--- src/rtl/opl_timer_pkg.sv ---
// rtl/opl_timer_pkg.sv - shared constants and state types for the OPL timer bank
//
// Purpose: control/status bit positions, default register indices and the
// per-timer state record used by opl_timer_ch.
// Ports: none (package).

package opl_timer_pkg;

  // Control register bit positions
  localparam int CLR_BIT    = 7;  // 1 = clear all flags, leave masks/starts alone
  localparam int START_BIT0 = 0;  // start of timer i at bit START_BIT0+i
  localparam int MASK_BIT0  = 6;  // mask of timer i at bit MASK_BIT0-i

  // Status byte bit positions
  localparam int STAT_ANY_BIT   = 7;  // OR of all flags
  localparam int STAT_FLAG_BIT0 = 6;  // flag of timer i at bit STAT_FLAG_BIT0-i

  // Default register indices (index space is 9 bits: {bank, din})
  localparam logic [8:0] DEF_PRESET_IDX0 = 9'h002;
  localparam logic [8:0] DEF_CTRL_IDX    = 9'h004;

  // Storage widths of the state record; the channel uses the low bits it needs
  // and keeps the upper bits at zero.
  localparam int CNT_MAX_W = 8;
  localparam int SUB_MAX_W = 32;

  typedef struct packed {
    logic [CNT_MAX_W-1:0] counter;
    logic [SUB_MAX_W-1:0] sub;
    logic                 start_q;
  } timer_state_t;

endpackage

--- src/rtl/opl_timer_ch.sv ---
// rtl/opl_timer_ch.sv - one up-counting OPL timer with tick prescaler and auto-reload
//
// Purpose: tick prescaler (sub) plus CNT_W-bit up counter. On overflow the
// counter reloads from preset and ovf_pulse is high for one clk.
// Ports:
//   clk, rst_n  clock, asynchronous active-low reset
//   start       timer run enable (level); a rising edge reloads counter and sub
//   preset      counter reload value
//   res         tick resolution; one tick lasts res+1 clocks
//   ovf_pulse   one-clk pulse per overflow, registered

module opl_timer_ch
  import opl_timer_pkg::*;
#(
  parameter int CNT_W = 8,
  parameter int RES_W = 17
) (
  input  logic             clk,
  input  logic             rst_n,
  input  logic             start,
  input  logic [CNT_W-1:0] preset,
  input  logic [RES_W-1:0] res,
  output logic             ovf_pulse
);

  localparam logic [CNT_MAX_W-1:0] CNT_TOP = CNT_MAX_W'((1 << CNT_W) - 1);

  timer_state_t         st;
  logic [CNT_MAX_W-1:0] preset_ext;
  logic [SUB_MAX_W-1:0] res_ext;
  logic                 load;
  logic                 tick;
  logic                 wrap;

  assign preset_ext = CNT_MAX_W'(preset);
  assign res_ext    = SUB_MAX_W'(res);

  // Rising start takes precedence over everything; a tick only happens on a
  // channel that was already running in the previous clk.
  assign load = start & ~st.start_q;
  assign tick = start & st.start_q & (st.sub == '0);
  assign wrap = tick & (st.counter == CNT_TOP);

  always_ff @(posedge clk or negedge rst_n) begin
    if (!rst_n) begin
      st        <= '0;
      ovf_pulse <= 1'b0;
    end else begin
      st.start_q <= start;
      ovf_pulse  <= wrap;
      if (load) begin
        st.counter <= preset_ext;
        st.sub     <= res_ext;
      end else if (tick) begin
        // period_base is sampled here, so base changes land at the next tick
        st.sub     <= res_ext;
        st.counter <= wrap ? preset_ext : st.counter + CNT_MAX_W'(1);
      end else if (start) begin
        st.sub <= st.sub - SUB_MAX_W'(1);
      end
    end
  end

endmodule

--- src/rtl/opl_timer_bank.sv ---
// rtl/opl_timer_bank.sv - OPL/AdLib-compatible timer bank with register decode, status and IRQ
//
// Purpose: index/data register decode, NUM_TIMERS timer channels, overflow
// flags, status byte, IRQ and the status-polling fallback that forces flags
// when software polls status many times without seeing a timer.
// Ports:
//   clk, rst_n   clock, asynchronous active-low reset
//   period_base  base tick length in clk cycles minus one
//   addr         bit0: 0 = index write, 1 = data write; bit1 = index bit 8
//   din          write data
//   we           write strobe (level, rising edge acts)
//   rd           status read strobe (level, rising edge counted)
//   dout         status: bit7 = any flag, bit(6-i) = flag of timer i
//   irq_n        low while any flag is set
//   ovf_pulse    raw one-clk overflow pulse per timer, before masking

module opl_timer_bank
  import opl_timer_pkg::*;
#(
  parameter int         NUM_TIMERS     = 2,
  parameter int         CNT_W          = 8,
  parameter int         BASE_W         = 13,
  parameter int         SHIFT_STEP     = 2,
  parameter logic [8:0] PRESET_IDX0    = DEF_PRESET_IDX0,
  parameter logic [8:0] CTRL_IDX       = DEF_CTRL_IDX,
  parameter int         POLL_FORCE_CNT = 20
) (
  input  logic                  clk,
  input  logic                  rst_n,
  input  logic [BASE_W-1:0]     period_base,
  input  logic [1:0]            addr,
  input  logic [7:0]            din,
  input  logic                  we,
  input  logic                  rd,
  output logic [7:0]            dout,
  output logic                  irq_n,
  output logic [NUM_TIMERS-1:0] ovf_pulse
);

  localparam int         RES_W    = BASE_W + (NUM_TIMERS - 1) * SHIFT_STEP;
  localparam int         WIN_W    = BASE_W + 10;
  localparam logic [5:0] FORCE_AT = 6'(POLL_FORCE_CNT);
  localparam logic [5:0] RD_SAT   = 6'h3f;

  logic                  we_q;
  logic                  rd_q;
  logic                  wr;
  logic                  rd_edge;
  logic                  data_wr;
  logic                  ctrl_wr;
  logic                  flag_clr;
  logic [8:0]            index;
  logic [CNT_W-1:0]      preset [NUM_TIMERS];
  logic [NUM_TIMERS-1:0] start;
  logic [NUM_TIMERS-1:0] mask;
  logic [NUM_TIMERS-1:0] flag;
  logic [NUM_TIMERS-1:0] flag_set;
  logic [WIN_W-1:0]      window;
  logic [5:0]            rdcnt;
  logic                  force_pulse;
  logic [RES_W-1:0]      base_ext;

  assign wr       = we & ~we_q;
  assign rd_edge  = rd & ~rd_q;
  assign data_wr  = wr & addr[0];
  assign ctrl_wr  = data_wr & (index == CTRL_IDX);
  assign flag_clr = ctrl_wr & din[CLR_BIT];

  always_ff @(posedge clk or negedge rst_n) begin
    if (!rst_n) begin
      we_q <= 1'b0;
      rd_q <= 1'b0;
    end else begin
      we_q <= we;
      rd_q <= rd;
    end
  end

  // Register decode
  always_ff @(posedge clk or negedge rst_n) begin
    if (!rst_n) begin
      index <= '0;
      start <= '0;
      mask  <= '0;
      for (int i = 0; i < NUM_TIMERS; i++) preset[i] <= '0;
    end else begin
      if (wr && !addr[0]) index <= {addr[1], din};
      if (ctrl_wr && !din[CLR_BIT]) begin
        for (int i = 0; i < NUM_TIMERS; i++) begin
          start[i] <= din[START_BIT0 + i];
          mask[i]  <= din[MASK_BIT0 - i];
        end
      end
      for (int i = 0; i < NUM_TIMERS; i++) begin
        if (data_wr && index == PRESET_IDX0 + 9'(i)) preset[i] <= din[CNT_W-1:0];
      end
    end
  end

  // Flags: a set in the same clk as a clear wins; masking never clears.
  assign flag_set = (ovf_pulse | {NUM_TIMERS{force_pulse}}) & ~mask;

  always_ff @(posedge clk or negedge rst_n) begin
    if (!rst_n) flag <= '0;
    else        flag <= flag_set | (flag & ~{NUM_TIMERS{flag_clr}});
  end

  // Poll fallback: rapid status reads without any gap of about period_base
  // kilo-clocks eventually force the flags, for software that polls instead
  // of waiting for the IRQ.
  always_ff @(posedge clk or negedge rst_n) begin
    if (!rst_n) begin
      window      <= '0;
      rdcnt       <= '0;
      force_pulse <= 1'b0;
    end else if (rd_edge) begin
      window      <= '0;
      force_pulse <= (rdcnt == FORCE_AT);
      if (rdcnt != RD_SAT) rdcnt <= rdcnt + 6'd1;
    end else begin
      force_pulse <= 1'b0;
      if (window[WIN_W-1:10] >= period_base || ctrl_wr) begin
        window <= '0;
        rdcnt  <= '0;
      end else begin
        window <= window + WIN_W'(1);
      end
    end
  end

  always_comb begin
    dout               = '0;
    dout[STAT_ANY_BIT] = |flag;
    for (int i = 0; i < NUM_TIMERS; i++) dout[STAT_FLAG_BIT0 - i] = flag[i];
  end

  assign irq_n = ~|flag;

  assign base_ext = RES_W'(period_base);

  for (genvar g = 0; g < NUM_TIMERS; g++) begin : g_tmr
    logic [RES_W-1:0] res;
    assign res = base_ext << (g * SHIFT_STEP);

    opl_timer_ch #(
      .CNT_W (CNT_W),
      .RES_W (RES_W)
    ) u_ch (
      .clk       (clk),
      .rst_n     (rst_n),
      .start     (start[g]),
      .preset    (preset[g]),
      .res       (res),
      .ovf_pulse (ovf_pulse[g])
    );
  end

endmodule

--- config.mk ---
export PLATFORM = sky130hd
export DESIGN_NAME = opl_timer_bank
export DESIGN_NICKNAME = d
export VERILOG_FILES = /design/src/rtl/opl_timer_pkg.sv /design/src/rtl/opl_timer_ch.sv /design/src/rtl/opl_timer_bank.sv
export SDC_FILE = /design/constraint.sdc
export NUM_CORES = 1
export LEC_CHECK = 0
export BUFFER_PORTS_ARGS = -buffer_cell sky130_fd_sc_hd__buf_2
export CAP_MARGIN = 10
export CORE_MARGIN = 2
export CORE_UTILIZATION = 30
export CTS_BUF_LIST = sky130_fd_sc_hd__clkbuf_8
export DETAILED_ROUTE_END_ITERATION = 6
export PLACE_DENSITY = 0.54
export REMOVE_ABC_BUFFERS = 1
export SYNTH_ARGS = -nofsm -noshare
export SYNTH_HDL_FRONTEND = slang
export SYNTH_HIERARCHICAL = 1
export SYNTH_SLANG_ARGS = --single-unit
export TNS_END_PERCENT = 30
--- constraint.sdc ---
create_clock -name clk -period 2.59 [get_ports clk]
set_input_delay 0.518 -clock clk [delete_from_list [all_inputs] [get_ports clk]]
set_output_delay 0.518 -clock clk [all_outputs]
set_load 0.01 [all_outputs]
; Word level (Yosys, flattened, before mapping)
; Index checks and enable logic that the tools add are counted.
[word_totals]
regBits = 147
inputBits = 27
out_inout_bits = 11
elab_cells = 90
[classes]
n_addsub = 6
n_lt_le_gt_ge = 1
n_eq_ne = 8
muxes = 16
bitwise_logic = 23
n_reduce_logical = 17
[ops]
columns = op, count
row1 = 32-bit 2-to-1 mux, 4
row2 = 40-bit 2-to-1 mux, 2
row3 = 32-bit logical NOT, 2
row4 = "32-bit by 1-bit subtractor with 32-bit output, second input constant", 2
row5 = 23-bit 2-to-1 mux, 2
row6 = 8-bit 2-to-1 mux, 4
row7 = "23-bit by 1-bit adder with 23-bit output, second input constant", 1
row8 = "9-bit by 2-bit == test with 1-bit output, second input constant", 2
row9 = 6-bit 2-to-1 mux, 3
row10 = "8-bit by 1-bit adder with 8-bit output, second input constant", 2
row11 = "8-bit == test, second input constant", 2
row12 = 1-bit AND, 13
row13 = 13-bit >= comparator, 1
row14 = "9-bit by 3-bit == test with 1-bit output, second input constant", 1
row15 = "6-bit by 1-bit adder with 6-bit output, second input constant", 1
row16 = "6-bit by 5-bit == test with 1-bit output, second input constant", 1
row17 = "6-bit inequality test, second input constant", 1
row18 = 2-bit nonzero test, 3
row19 = 3-bit nonzero test, 2
row20 = 2-bit AND, 2
row21 = 1-bit logical AND, 4
row22 = 1-bit NOT, 4
row23 = 2-bit NOT, 2
row24 = 2-bit bitwise OR, 2
row25 = 6 further kinds, 8

; Logic depth before layout (Yosys ltp)
[logic_depth]
depth_word = 8
mapped_depth = 10
ltp_nobuf = 7

; By module
; The synthesis kept the hierarchy.
[modules_own_cells]
columns = mod, instances, cells_each, area_each_um2, seq_area_each_um2
row1 = opl_timer_bank, 1, 298, 3228.1, 1576.5
row2 = opl_timer_ch at g_tmr[1].u_ch, 1, 270, 2503.7, 1051.0
row3 = opl_timer_ch at g_tmr[0].u_ch, 1, 272, 2449.8, 1051.0

; Worst setup path before layout
; Ideal clock, no wire load.
[synth_path]
path_type = flip-flop to flip-flop
start = register g_tmr[0].u_ch/st[1] in the netlist's numbering
end = register g_tmr[0].u_ch/st[39] in the netlist's numbering
arrival_ns = 2.589
required_time_ns = 2.496
path_slack_ns = -0.093
stages_incl_launch_ff = 10
path_cell_list = dfrtp_1 inv_1 ha_1 or3b_1 clkbuf_1 or4_4 buf_6 or3_4 or3_1 a211oi_1
[synth_between]
elab_chain_cells = 6
[synth_rtl]
columns = item, line
row1 = from (decl), opl_timer_ch.sv:28  ; timer_state_t st;
row2 = 32-bit logical NOT *, opl_timer_ch.sv:41  ; assign tick = start & st.start_q & (st.sub == '0);
row3 = 1-bit AND *, opl_timer_ch.sv:41
row4 = 1-bit AND, opl_timer_ch.sv:42  ; assign wrap = tick & (st.counter == CNT_TOP);
row5 = 8-bit 2-to-1 mux, opl_timer_ch.sv:57  ; st.counter <= wrap ? preset_ext : st.counter + CNT_MAX_W'(1);
row6 = 8-bit 2-to-1 mux, opl_timer_ch.sv:54  ; end else if (tick) begin
row7 = 40-bit 2-to-1 mux, opl_timer_ch.sv:51  ; if (load) begin
; Every way passes the cells marked *; elsewhere a longest branch is shown, timed or not. The select of a mux whose other input is x is not followed.
; A chain may end at the register's enable or synchronous reset.

; Worst setup path in the final report
[layout_path]
start = register g_tmr[0].u_ch/st[7] in the netlist's numbering
end = register g_tmr[0].u_ch/st[37] in the netlist's numbering
; Same word-level chain as after synthesis.

==> run metrics <==
WL final 20600 um; CP max FO 5; CTS tree built; final worst-path cycle share a little over nine tenths; Startpoint Class flop; Inserted Diodes 0; Cell variety after synth 74; Total GRT Usage 14.9%; worst setup path category reg2reg; Rel. slew slack 55.8%; CTS Buf Count 17; vias in the first global route 6386; cell mode on critical path or4_1; Worst Path Arrival 2950 ps; Initial DRC Count 425; Mapped Avg Cell Area 9.74 sq um; cell family with most CP delay simple AND/OR/NAND/NOR gates; Initial Util 30.4%; Detail Placement HPWL 14800 um; CP cell instances or4_4, or4_1, or3_4, or4_1, nand3_1; Setup violations, final 0; switching share of total power 30.6%; clk buf depth 2; Seq. cell area roughly 0.0037 sq mm; combinational group share of total power 17.3%; CP max-delay cell or4_4; Area Growth Syn to Fin 16.6%; final worst path period need roughly 2500 ps; commonest non-fill, non-tap cell in the layout dfrtp_1; Core Area between 0.02 and 0.03 sq mm; Clock power frac between 30% and 40%; DR vias/cell 5.16; Leakage Power 4.09 nW; Worst-path clk slew 90 ps; Critical Path Sink Type flop; num ports 38; hold_ws around 23 ps; Post-Syn Area ~0.0082 sq mm; Root Buffer clkbuf_8; H-tree depth 4; antenna violations before repair 0; #FFs+latches synth 147; Pwr per Cell Area 600 mW/mm^2; gr ovfl total 0; Post-synth ARST share 100%; dpl cells 1245; Critical Path RT 2990 ps; die area between 0.02 and 0.03 sq mm; Max VDD drop roughly 0.24 mV; RSZ-0062 raised after global routing false; Rows 60; Post-Route Skew between 20 and 25 ps; DRC Markers 0; cell-internal power 0.00397 W; commonest non-fill, non-tap cells in the layout dfrtp_1 (147), nor2_1 (85), nor3_1 (56), buf_4 (53), nand2_1 (49); most common flop cell mapped by yosys dfrtp_1; hold crit path type in2async; Syn Inst Count 840; IO Port Bufs 32; via count 6595; Max Slew Vio Count 0; largest net degree at the start of global routing between 50 and 60; CTS Sinks 147; final antenna-violating net count 0; Worst Tran Pin Value 657 ps; die height 169 um; Net Switching 0.00175 W; Post-Place Worst Slack -53.0 ps; Skew-Pair Late Insertion Delay 470 ps; fraction of layout cells with a size suffix above 1 19.4%; cts hold-fix bufs 0; final setup TNS 0 ps; Peak Freq 393 MHz; Die W around 170 um; First-pass DRT Iterations 5; first-pass GRT wire length 33700 um; max cap viols 0; Largest stage delay, worst path 580 ps; Final WS setup roughly 45 ps; status finished clean; DR WL/cell 16.1 um; Ys Warns 6; endpoints failing hold 0; Multi-input gate area between 0.004 and 0.005 sq mm; number of flops mapped to enable cells by yosys 0; fin nets 971; Final Instance Count excl. Fillers about 1300; sequential share of the synthesized area 45.0%; Buf/Inv on CP 0; Final Wtd Congestion between 0.8 and 0.9; Seq pwr share roughly half; fill count around 2700
-- cell type report --
cell class,count,area share (%)
clock inverter,14,1.60
tap,341,4.47
clock buffer,18,2.60
inverter,40,1.57
sequential,147,38.6
timing repair buffer,89,6.75
multi-input combinational,629,44.5
-- stage by stage --
step	total power (W)	area (sq um)	utilization [%]
final	0.00572	9540	35.5
after CTS	0.00576	9500	35.4
after floorplan	0.00344	8030	-
after detailed placement	0.00386	9090	33.8
after global placement	0.00384	9090	33.8
after global routing	0.00606	9540	35.5
-- worst reg2reg max path: cells and delay by family, from the launching register on --
| family | cells | cell delay (ps) |
|---|---|---|
| and+or+nand+nor | 5 | 2100 |
| DFF | 1 | 400 |
-- logic make-up after synthesis --
| logic type | Yosys count | synth area share (%) |
|---|---|---|
| AND/OR/NAND/NOR | 358 | 24.0 |
| flip-flops | 147 | 45.0 |
| AO/OA/AOI/OAI | 139 | 11.6 |
| buffers and inverters | 74 | 4.16 |
| XOR/XNOR | 64 | 6.85 |
| multiplexers | 37 | 5.32 |
| adder cells (fa/ha/maj) | 20 | 3.06 |
| other | 1 | 0.0458 |
-- power by group through the flow --
stage | Combinational (W) | Sequential, W | Clock [W]
floorplan | 0.000587 | 0.00286 | 0
global placement | 0.000945 | 0.00289 | 0
detailed placement | 0.000966 | 0.00289 | 0
CTS | 0.000973 | 0.00285 | 0.00193
global route | 0.00112 | 0.00291 | 0.00203
finish | 0.000991 | 0.00287 | 0.00187
-- synthesized netlist by cell type, types with 5 or more instances --
library cell | instances | area, sq um
mux2_4 | 8 | 120
clkbuf_1 | 13 | 48.8
nand3_1 | 33 | 165
and3_1 | 7 | 43.8
and4_1 | 6 | 52.6
a221o_1 | 7 | 70.1
xor2_1 | 27 | 236
o21ai_0 | 43 | 215
or3_1 | 16 | 100
nand2b_1 | 5 | 31.3
buf_2 | 10 | 50.1
nor4_1 | 17 | 106
inv_1 | 39 | 146
ha_1 | 20 | 250
xnor2_1 | 37 | 324
nor2b_1 | 10 | 62.6
nor3_1 | 56 | 280
a211oi_1 | 7 | 52.6
a31oi_1 | 6 | 37.5
nand4_1 | 20 | 125
mux2_2 | 20 | 225
o31ai_1 | 6 | 45.0
a21oi_1 | 25 | 125
or4_1 | 16 | 120
buf_4 | 7 | 52.6
dfrtp_1 | 147 | 3680
o211ai_1 | 7 | 52.6
mux2i_1 | 9 | 90.1
nand2_1 | 49 | 184
nor2_1 | 85 | 319
nor3b_1 | 5 | 37.5
-- per-layer routing --
metal  vias to the layer above  wire length, um  track usage, %
li1                       3216                -               -
met4                         0              279            4.65
met2                       114             9520            23.2
met3                        17              661            2.52
met5                         -                0               0
met1                      3248            10100            21.2
-- timing repair --
item,CTS,global route
buffers inserted,0,1
pin swaps,1,2
setup endpoints to repair,9,17
gates resized for setup,3,10
-- state kept, by name, indices dropped and copies added, names as in the netlist --
register	cells
start	2
force_pulse	1
rd_q	1
window	23
we_q	1
g_tmr.u_ch/ovf_pulse	2
mask	2
index	9
preset	16
g_tmr.u_ch/st	82
flag	2
rdcnt	6
-- path summary, 6_finish.rpt --
path                                          start                    to  slack [ps]  cells after the start
worst max register to register  g_tmr[0].u_ch/st[7]  g_tmr[0].u_ch/st[37]          40                      5
worst min-delay path                          rst_n              index[0]          20                      1
max in group asynchronous                     rst_n  g_tmr[0].u_ch/st[18]        1790                      2
worst max-delay path            g_tmr[0].u_ch/st[7]  g_tmr[0].u_ch/st[37]          40                      5
min in group clk                                 we                  we_q         190                      1
worst min register to register              mask[0]               flag[0]         460                      1
Note: power is estimated with default switching activity, not from simulation.
